===== src/rtl/ex_operand_stage.sv =====
// ex_operand_stage: execute-stage operand register with a valid/ready handshake.
// Selects A/B from rs1/pc and rs2/imm/4/0, forwards the writeback bus both at
// capture time and while an instruction is stalled, and supports flush.
module ex_operand_stage #(
  parameter int dataW = 32
) (
  input  logic             clk,
  input  logic             rst,
  input  logic             in_valid,
  output logic             in_ready,
  input  logic [dataW-1:0] rs1_data,
  input  logic [dataW-1:0] rs2_data,
  input  logic [dataW-1:0] imm,
  input  logic [dataW-1:0] pc,
  input  logic [4:0]       rs1_addr,
  input  logic [4:0]       rs2_addr,
  input  logic [4:0]       rd_in,
  input  logic [3:0]       alucode_in,
  input  logic             a_sel,
  input  logic [1:0]       b_sel,
  input  logic             wen_in,
  input  logic             fwd_valid,
  input  logic [4:0]       fwd_rd,
  input  logic [dataW-1:0] fwd_data,
  input  logic             flush,
  input  logic             out_ready,
  output logic             out_valid,
  output logic [dataW-1:0] A,
  output logic [dataW-1:0] B,
  output logic [3:0]       alucode,
  output logic [4:0]       rd,
  output logic             wen
);

  // Stored source register of each operand. Index 0 marks an operand that did
  // not come from the register file (pc, imm, constants, or x0), and because
  // forwarding ignores fwd_rd==0 such an operand can never be overwritten.
  logic [4:0]       a_src;
  logic [4:0]       b_src;
  logic [4:0]       a_src_next;
  logic [4:0]       b_src_next;
  logic [dataW-1:0] rs1_fwd;
  logic [dataW-1:0] rs2_fwd;
  logic [dataW-1:0] a_next;
  logic [dataW-1:0] b_next;
  logic             load;
  logic             a_hit;
  logic             b_hit;

  assign in_ready = (!out_valid || out_ready) && !flush;
  assign load     = in_valid && in_ready;

  // Resolve the register-file operands against the writeback bus; x0 reads zero.
  always_comb begin
    rs1_fwd = rs1_data;
    if (rs1_addr == 5'd0) begin
      rs1_fwd = '0;
    end else if (fwd_valid && (fwd_rd == rs1_addr)) begin
      rs1_fwd = fwd_data;
    end
    rs2_fwd = rs2_data;
    if (rs2_addr == 5'd0) begin
      rs2_fwd = '0;
    end else if (fwd_valid && (fwd_rd == rs2_addr)) begin
      rs2_fwd = fwd_data;
    end
  end

  // Pick the operands to capture and remember which register each came from.
  always_comb begin
    a_next     = a_sel ? pc : rs1_fwd;
    a_src_next = a_sel ? 5'd0 : rs1_addr;
    b_next     = rs2_fwd;
    b_src_next = rs2_addr;
    case (b_sel)
      2'b00: begin
        b_next     = rs2_fwd;
        b_src_next = rs2_addr;
      end
      2'b01: begin
        b_next     = imm;
        b_src_next = 5'd0;
      end
      2'b10: begin
        b_next     = dataW'(4);
        b_src_next = 5'd0;
      end
      default: begin
        b_next     = '0;
        b_src_next = 5'd0;
      end
    endcase
  end

  // A stalled operand picks up a late writeback to the register it was read from.
  always_comb begin
    a_hit = fwd_valid && (fwd_rd != 5'd0) && (fwd_rd == a_src);
    b_hit = fwd_valid && (fwd_rd != 5'd0) && (fwd_rd == b_src);
  end

  // Pipeline register: reset, then flush, then capture, then drain or stall.
  always_ff @(posedge clk) begin
    if (rst) begin
      out_valid <= 1'b0;
      wen       <= 1'b0;
      A         <= '0;
      B         <= '0;
      alucode   <= 4'd0;
      rd        <= 5'd0;
      a_src     <= 5'd0;
      b_src     <= 5'd0;
    end else if (flush) begin
      out_valid <= 1'b0;
      wen       <= 1'b0;
    end else if (load) begin
      out_valid <= 1'b1;
      wen       <= wen_in && (rd_in != 5'd0);
      A         <= a_next;
      B         <= b_next;
      alucode   <= alucode_in;
      rd        <= rd_in;
      a_src     <= a_src_next;
      b_src     <= b_src_next;
    end else if (out_valid && out_ready) begin
      out_valid <= 1'b0;
    end else if (out_valid) begin
      if (a_hit) begin
        A <= fwd_data;
      end
      if (b_hit) begin
        B <= fwd_data;
      end
    end
  end

endmodule


===== config.mk =====
export PLATFORM = sky130hd
export DESIGN_NAME = ex_operand_stage
export DESIGN_NICKNAME = d
export VERILOG_FILES = /design/src/rtl/ex_operand_stage.sv
export SDC_FILE = /design/constraint.sdc
export NUM_CORES = 1
export LEC_CHECK = 0
export CORE_ASPECT_RATIO = 0.6
export CORE_MARGIN = 5
export CORE_UTILIZATION = 35
export CTS_CLUSTER_DIAMETER = 200
export CTS_CLUSTER_SIZE = 20
export DETAILED_ROUTE_END_ITERATION = 12
export DONT_BUFFER_PORTS = 1
export PLACE_DENSITY = 0.57
export SLEW_MARGIN = 10
export SYNTH_ARGS = -nofsm -noshare
export SYNTH_HDL_FRONTEND = slang
export SYNTH_SLANG_ARGS = --single-unit

===== constraint.sdc =====
create_clock -name clk -period 2.9 [get_ports clk]
set_input_delay 0.87 -clock clk [delete_from_list [all_inputs] [get_ports clk]]
set_output_delay 0.87 -clock clk [all_outputs]
set_load 0.02 [all_outputs]

==> results of run 1 <==
[logic make-up after synthesis]
family	share of synthesized area
AOI/OAI and AO/OA	0.355
DFF	0.346
buffers and inverters	0.0608
xor gates and xnor gates	0.0371
and+or+nand+nor	0.150
muxes	0.0509
[worst max-delay path, delay by kind of cell]
kind	cells	cell delay, ns
AOI/OAI and AO/OA	2	0.43
muxes	1	0.07
and+or+nand+nor	2	1.18
[routing by layer]
| metal | GRT usage | vias up |
|---|---|---|
| met3 | 0.100 | 30 |
| met1 | 0.288 | 2418 |
| met4 | 0.0580 | 0 |
| met5 | 0 | - |
| li1 | - | 2183 |
| met2 | 0.341 | 346 |
[stage by stage]
step           total power, mW  hold slack, ns
6_report                  2.99           0.467
5_1_grt                   3.13           0.485
4_1_cts                   3.03           0.464
3_5_place_dp              1.79           0.454
3_3_place_gp              1.78           0.446
2_1_floorplan             1.72           0.444
[registers in the layout, summed over array words and instances, names as in the netlist]
register	cells
A	32
B	32
a_src	5
alucode	4
b_src	5
out_valid	1
rd	5
wen	1
[cell usage in the layout (no fill, tap or decap), drive strengths merged, types with 9 or more instances in the layout]
master,Yosys,routed
o22ai,50,50
buf,26,20
a311oi,11,11
o221ai,20,20
nor2b,9,9
dfxtp,85,85
nor2,39,39
nand3,25,25
clkbuf,37,12
nand2,45,45
a211oi,21,21
xor2,10,10
a21oi,29,29
o2111ai,11,11
xnor2,10,10
mux2i,25,25
a221oi,25,25
o21ai,10,10
a22o,25,25
[final timing paths]
check | start | endpoint | slack, ns
max | b_sel[0] | B[26]$_SDFFE_PP0P_ | 0.59
min | a_src[2]$_SDFFE_PP0P_ | a_src[2]$_SDFFE_PP0P_ | 0.47
max reg2reg | out_valid$_SDFFE_PP0P_ | B[16]$_SDFFE_PP0P_ | 0.65
min reg2reg | a_src[2]$_SDFFE_PP0P_ | a_src[2]$_SDFFE_PP0P_ | 0.47
[final cells by class]
type	instances	area, um^2	share of cell area
sequential	85	1700	0.316
clock buffer	12	267	0.0495
inverter	2	7.51	0.00140
timing repair buffer	20	175	0.0326
clock inverter	4	55.1	0.0102
tap	192	240	0.0446
multi-input combinational	420	2940	0.545
[synthesized netlist by cell type, types with 2 or more instances]
master	n	area (um^2)
nand4_1	2	12.5
o221ai_1	20	175
a2111oi_2	2	30.0
nor3_1	5	25.0
nor2b_1	9	56.3
a311o_1	6	60.1
buf_1	5	18.8
a22oi_1	6	45.0
dfxtp_1	85	1700
o21ai_0	8	40.0
inv_1	2	7.51
clkbuf_1	37	139
a21oi_1	29	145
o211ai_1	2	15.0
xor2_1	9	78.8
nand2_1	44	165
mux2i_1	25	250
nand3b_1	5	37.5
and3_1	2	12.5
a221oi_1	25	219
nor4_4	2	42.5
buf_4	4	30.0
o22ai_1	50	313
nand3_1	25	125
and2_1	4	25.0
o21ai_2	2	17.5
buf_2	14	70.1
nor2_1	38	143
or4_4	2	22.5
or4_1	4	30.0
xnor2_1	10	87.6
a211oi_1	20	150
a311oi_1	11	96.3
o2111ai_1	11	96.3
buf_6	3	33.8
a22o_1	25	219
[power groups by stage]
stage               Sequential, mW  Combinational [mW]  Clock (mW)
finish                        1.37               0.397        1.22
global route                  1.38               0.438        1.31
CTS                           1.37               0.394        1.27
detailed placement            1.40               0.394           0
global placement              1.40               0.382           0
floorplan                     1.38               0.340           0
==> impl_summary.txt, run 1 <==
----------------------------------------------------
[Outcome]
  Outcome ... finished clean

[Routing]
  DRC errors left ... 0
  Vias per cell ... 6.77
  Routed length on met2 ... 8.58 mm
  Routed wire length ... 19.4 mm
  Total via count after detailed routing ... 4977
  DRC marker count from the first detailed-route iteration ... 578
  Highest metal used ... met4
  Amount of wire on met3 after detailed routing ... 2.73 mm
  Per-cell routed wire length ... 26.3 um
  First-pass iteration count of the detailed router ... 5
  Met1 WL ... 7.73 mm
  Number of nets with antenna violations after detailed routing ... 0

[Timing]
  Final critical-path required period ... 2.31 ns
  Post-layout worst setup margin ... 0.589 ns
  Max Fclk ... 0.433 GHz
  Maximum clock skew at final layout ... 0.00706 ns
  RSZ-0062 raised after global routing ... no
  Summed negative setup slack over all endpoints ... 0 ns
  Number of setup violations in the final report ... 0
  Tightest slew margin relative to the limit ... 0.274
  Worst slew pin tran ... 1.09 ns
  Share of the clock period used by the worst path ... 0.797
  Final max-slew violation count ... 0
  Number of endpoints with negative hold slack in the final report ... 0

[Yosys]
  Count of mapped cells out of synthesis ... 570
  Number of nets in the synthesized netlist ... 764
  Async S/R FF share, synth ... 0
  Area of the mapped netlist ... 4920 um^2
  Sequential-to-total area share from yosys stat ... 0.346
  Syn Area/Cell ... 8.63 um^2
  Yosys cell types ... 53
  Post-synth EDFFs ... 0
  Most used DFF post-synth ... dfxtp_1
  Count of synthesis-stage warnings from yosys ... 0
  Flip-flop and latch count after synthesis ... 85

[Clock tree]
  Total clock sinks ... 85
  Clock slew at the register clock pins of the worst setup and hold paths ... 0.07 ns
  CTS HTree Levels ... 3
  Root buffer cell ... clkbuf_16
  Clock tree from TritonCTS ... done
  Resized Gates After CTS ... 0
  Skew-Pair Late Insertion Delay ... 0.33 ns
  Number of CTS-inserted buffers ... 9
  Worst-case clock buffer depth ... 2
  Post-CTS setup buffers ... 0
  Hold bufs inserted after CTS ... 0

[Critical path]
  Slowest stage delay, CP ... 0.93 ns
  Worst endpoint data arrival time ... 2.57 ns
  Critical-path top delay cell ... and3_1
  Startpoint type of the worst setup path ... input pin
  Sequence of cells on the critical path ... nor2b_1 > and3_1 > a22o_1 > mux2i_1 > o22ai_1
  Top fanout value on the critical path ... 25
  Kind of critical path ... in -> reg
  Critical path capture point type ... register
  Reg2Reg Depth ... 6
  Crit path required time ... 3.16 ns

[Die]
  Die area ... 16600 um^2
  Chip Height ... 102 um
  Standard-cell rows ... 33
  Core Area ... 13700 um^2
  Number of primary I/O pins ... 270
  Die width ... 163 um
  Initial Utilization ... 0.359

[Final layout]
  Number of standard cells in the final layout excluding fillers ... 735
  Number of diodes ... 0
  Post-layout utilization of the core ... 0.393
  Final instance area ... 5380 um^2
  Synthesis-to-layout area growth ... 9.38%
  Number of fill cells ... 1378
  Share of post-route cells with drive strength above 1 ... 0.0994
  Net count reported at finish ... 732

[Pwr]
  Share of power burned in the clock network ... 0.409
  Switching share of power ... 0.280
  Highest ir drop seen on vdd ... 274 uV
  Power density over the cells ... 556 nW/um^2
  Sw power ... 0.839 mW
  Int Power ... 2.15 mW
  Static Leakage ... 1.69 nW
  Relative contribution of sequential cells to total power ... 0.459
  Fraction of power consumed by combinational cells ... 0.133

[Placed design]
  Placed wire-length estimate after detailed placement ... 14.2 mm
  Routability congestion estimate from global placement ... 0.845
  Number of cells in the design after placement ... 719
  Instance area after placement ... 5060 um^2
  Worst setup slack before clock tree synthesis ... 0.271 ns
  Buffers on Ports ... 0

[Job]
  Number of max-capacitance violations reported ... 0

[Global routing]
  Total gr overflow ... 0
  Via count of the first global-routing pass ... 4820
  Global-route wire length before repair ... 28.8 mm
  Overall global routing resource usage ... 0.223
  Initial antenna violation count ... 0
  Maximum number of pins on one net before global-route repair ... 84

[Min path]
  Hold Crit Class ... reg -> reg
  Number of cells on the worst hold path ... 2

----------------------------------------------------
Power figures use the tool's default switching activity.
==> inputs of run 2 (changes only) <==
- clock period: 2.9 -> 2.2 ns (I/O delays scaled with it)
==> run 2 against run 1 <==
  * Clock skew up 0.0021 ns
  * Die area did not move
  * Sequential share of layout area is 1.6 points lower
  * Register-to-register slack worse by 0.36 ns
  * First-iteration DRC count down 7.3%
  * Via count rose by 0.34%
  * Setup slack worse by 0.34 ns
  * Clock power rose by 36%
  * Sequential power rose by 32%
  * Critical endpoint is now A[22]$_SDFFE_PP0P_
  * Largest cell class unchanged
  * Largest power group unchanged
==> impl_summary.txt, run 2 (same netlist as run 1, synthesis figures left out) <==
----------------------------------------------------
[Outcome]
  Outcome ... finished clean

[Clock tree]
  Number of CTS-inserted buffers ... 9 (unchanged)
  CTS HTree Levels ... 3 (unchanged)
  Clock slew at the register clock pins of the worst setup and hold paths ... 0.07 ns (about the same)
  Worst-case clock buffer depth ... 2 (unchanged)
  Skew-Pair Late Insertion Delay ... 0.33 ns (about the same)
  Total clock sinks ... 85 (unchanged)
  Post-CTS setup buffers ... 0 (unchanged)
  Resized Gates After CTS ... 0 (unchanged)
  Hold bufs inserted after CTS ... 0 (unchanged)
  Root buffer cell ... clkbuf_16
  Clock tree from TritonCTS ... done

[Final layout]
  Commonest non-fill, non-tap cells in the layout ... dfxtp_1, o22ai_1, nand2_1
  Post-layout utilization of the core ... 0.414 (+0.0210)
  Biggest regs ... A x32, B x32
  Net count reported at finish ... 749 (+2.3%)
  Number of fill cells ... 1374 (-0.29%)
  Synthesis-to-layout area growth ... 15.2%
  Share of post-route cells with drive strength above 1 ... 0.127 (+0.0273)
  Number of standard cells in the final layout excluding fillers ... 752 (+2.3%)
  Final instance area ... 5670 um^2 (+5.3%)
  Number of diodes ... 0 (unchanged)
  Most common library cell in the layout ignoring fill and taps ... dfxtp_1

[Die]
  Die area ... 16600 um^2 (unchanged)
  Number of primary I/O pins ... 270 (unchanged)
  Die width ... 163 um (unchanged)
  Initial Utilization ... 0.359 (unchanged)
  Chip Height ... 102 um (unchanged)
  Core Area ... 13700 um^2 (unchanged)
  Standard-cell rows ... 33 (unchanged)

[Placed design]
  Instance area after placement ... 5350 um^2 (+5.8%)
  Buffers on Ports ... 0 (unchanged)
  Number of cells in the design after placement ... 736 (+2.4%)
  Routability congestion estimate from global placement ... 0.871 (+3.2%)
  Placed wire-length estimate after detailed placement ... 14.6 mm (+2.9%)

[Min path]
  Hold Crit Class ... in -> reg
  Startpoint of the tightest hold check path ... flush

[Critical path]
  Critical path capture point type ... register
  Cell family with most CP delay ... compound AO/OA/AOI/OAI gates
  Startpoint type of the worst setup path ... input pin
  Launch point of the worst reg-to-reg path ... out_valid$_SDFFE_PP0P_
  Worst endpoint data arrival time ... 2.15 ns (-0.42 ns)
  Sequence of cells on the critical path ... and4bb_1 > o21ai_2 > o41a_2 > buf_4 > a221oi_1 > a311oi_1
  Origin of the worst setup path ... out_ready
  Worst Path Buf+Inv ... 1 (+1)
  Crit path required time ... 2.40 ns (-0.76 ns)
  Top fanout value on the critical path ... 11 (-56%)
  Kind of critical path ... in -> reg
  Slowest stage delay, CP ... 0.53 ns (-0.40 ns)
  Critical-path top delay cell ... o41a_2

[Timing]
  Max Fclk ... 0.512 GHz
  Share of the clock period used by the worst path ... 0.887
  Worst hold margin ... 0.393 ns (-0.0736 ns)
  Tightest slew margin relative to the limit ... 0.686 (+0.411)
  Maximum clock skew at final layout ... 0.00919 ns (+0.00213 ns)
  Number of setup violations in the final report ... 0 (unchanged)
  Worst slew pin tran ... 0.468 ns (-0.621 ns)
  Number of endpoints with negative hold slack in the final report ... 0 (unchanged)
  Final critical-path required period ... 1.95 ns
  Final max-slew violation count ... 0 (unchanged)
  RSZ-0062 raised after global routing ... no

[Routing]
  DRC marker count from the first detailed-route iteration ... 536 (-7.3%)
  Vias per cell ... 6.64 (-1.9%)
  Routed wire length ... 19.6 mm (+1.4%)
  First-pass iteration count of the detailed router ... 6 (+1)
  Per-cell routed wire length ... 26.1 um (-0.86%)
  Number of nets with antenna violations after detailed routing ... 0 (unchanged)
  DRC errors left ... 0 (unchanged)
  Total via count after detailed routing ... 4994 (+0.34%)

[Job]
  Number of max-capacitance violations reported ... 0 (unchanged)

[Global routing]
  Overall global routing resource usage ... 0.223 (+0.000230)
  Global-route wire length before repair ... 28.9 mm (+0.24%)
  Layer carrying the most global-route usage ... met2
  Via count of the first global-routing pass ... 4837 (+0.35%)
  Met3 GRT Util ... 0.107 (+0.00645)
  Maximum number of pins on one net before global-route repair ... 84 (unchanged)
  Initial antenna violation count ... 0 (unchanged)
  GR Layer Usage met1 ... 0.296 (+0.00762)
  Total gr overflow ... 0 (unchanged)
  Met2 GRT Util ... 0.322 (-0.0191)

[Pwr]
  Highest ir drop seen on vdd ... 381 uV (+39%)
  Static Leakage ... 1.81 nW (+6.9%)
  Power density over the cells ... 711 nW/um^2 (+28%)

----------------------------------------------------
## run 2: worst reg2reg max path, cell delays in order (launching register included)
cell	delay [ns]
dfxtp_1	0.33
and4bb_1	0.24
o21ai_2	0.07
o41a_2	0.53
buf_4	0.20
a221oi_1	0.26
a311oi_1	0.14
## run 2: through the flow
step / power, mW / worst slack, ns / setup TNS [ns]
after global placement: 2.39 / -0.00977 / -0.0119
after global routing: 4.21 / 0.125 / 0
after detailed placement: 2.41 / -0.0994 / -0.800
after CTS: 4.09 / 0.234 / 0
after floorplan: 2.28 / -0.0586 / -1.27
final: 4.03 / 0.248 / 0
## run 2: power by group
group,total (mW),switching [mW],internal (mW)
clock,1.66,0.654,1.00
sequential,1.81,0.176,1.63
combinational,0.568,0.302,0.266
total,4.03,1.13,2.90
## run 2: per-layer routing
layer	wire, um	share of wire	vias to the layer above
li1	-	-	2216
met1	8090	0.41	2365
met2	8210	0.42	367
met3	2910	0.15	46
met4	430	0.022	0
met5	0	0	-
## run 2: area by class of cell
type                            count  area (um^2)  share of cell area
Clock buffer                       11          233              0.0411
Multi-Input combinational cell    420         2990               0.527
Sequential cell                    85         1700               0.300
Inverter                            2         7.51             0.00132
Tap cell                          192          240              0.0424
Clock inverter                      5         85.1              0.0150
Timing Repair Buffer               37          415              0.0733
## run 2: path summary, 6_finish.rpt
kind                                               to  slack [ns]  depth (start not counted)
worst max register to register     A[22]$_SDFFE_PP0P_        0.29                          6
worst min register to register  a_src[0]$_SDFFE_PP0P_        0.46                          2
worst max-delay path               A[22]$_SDFFE_PP0P_        0.25                          6
worst min-delay path                 wen$_SDFFE_PP0P_        0.39                          1
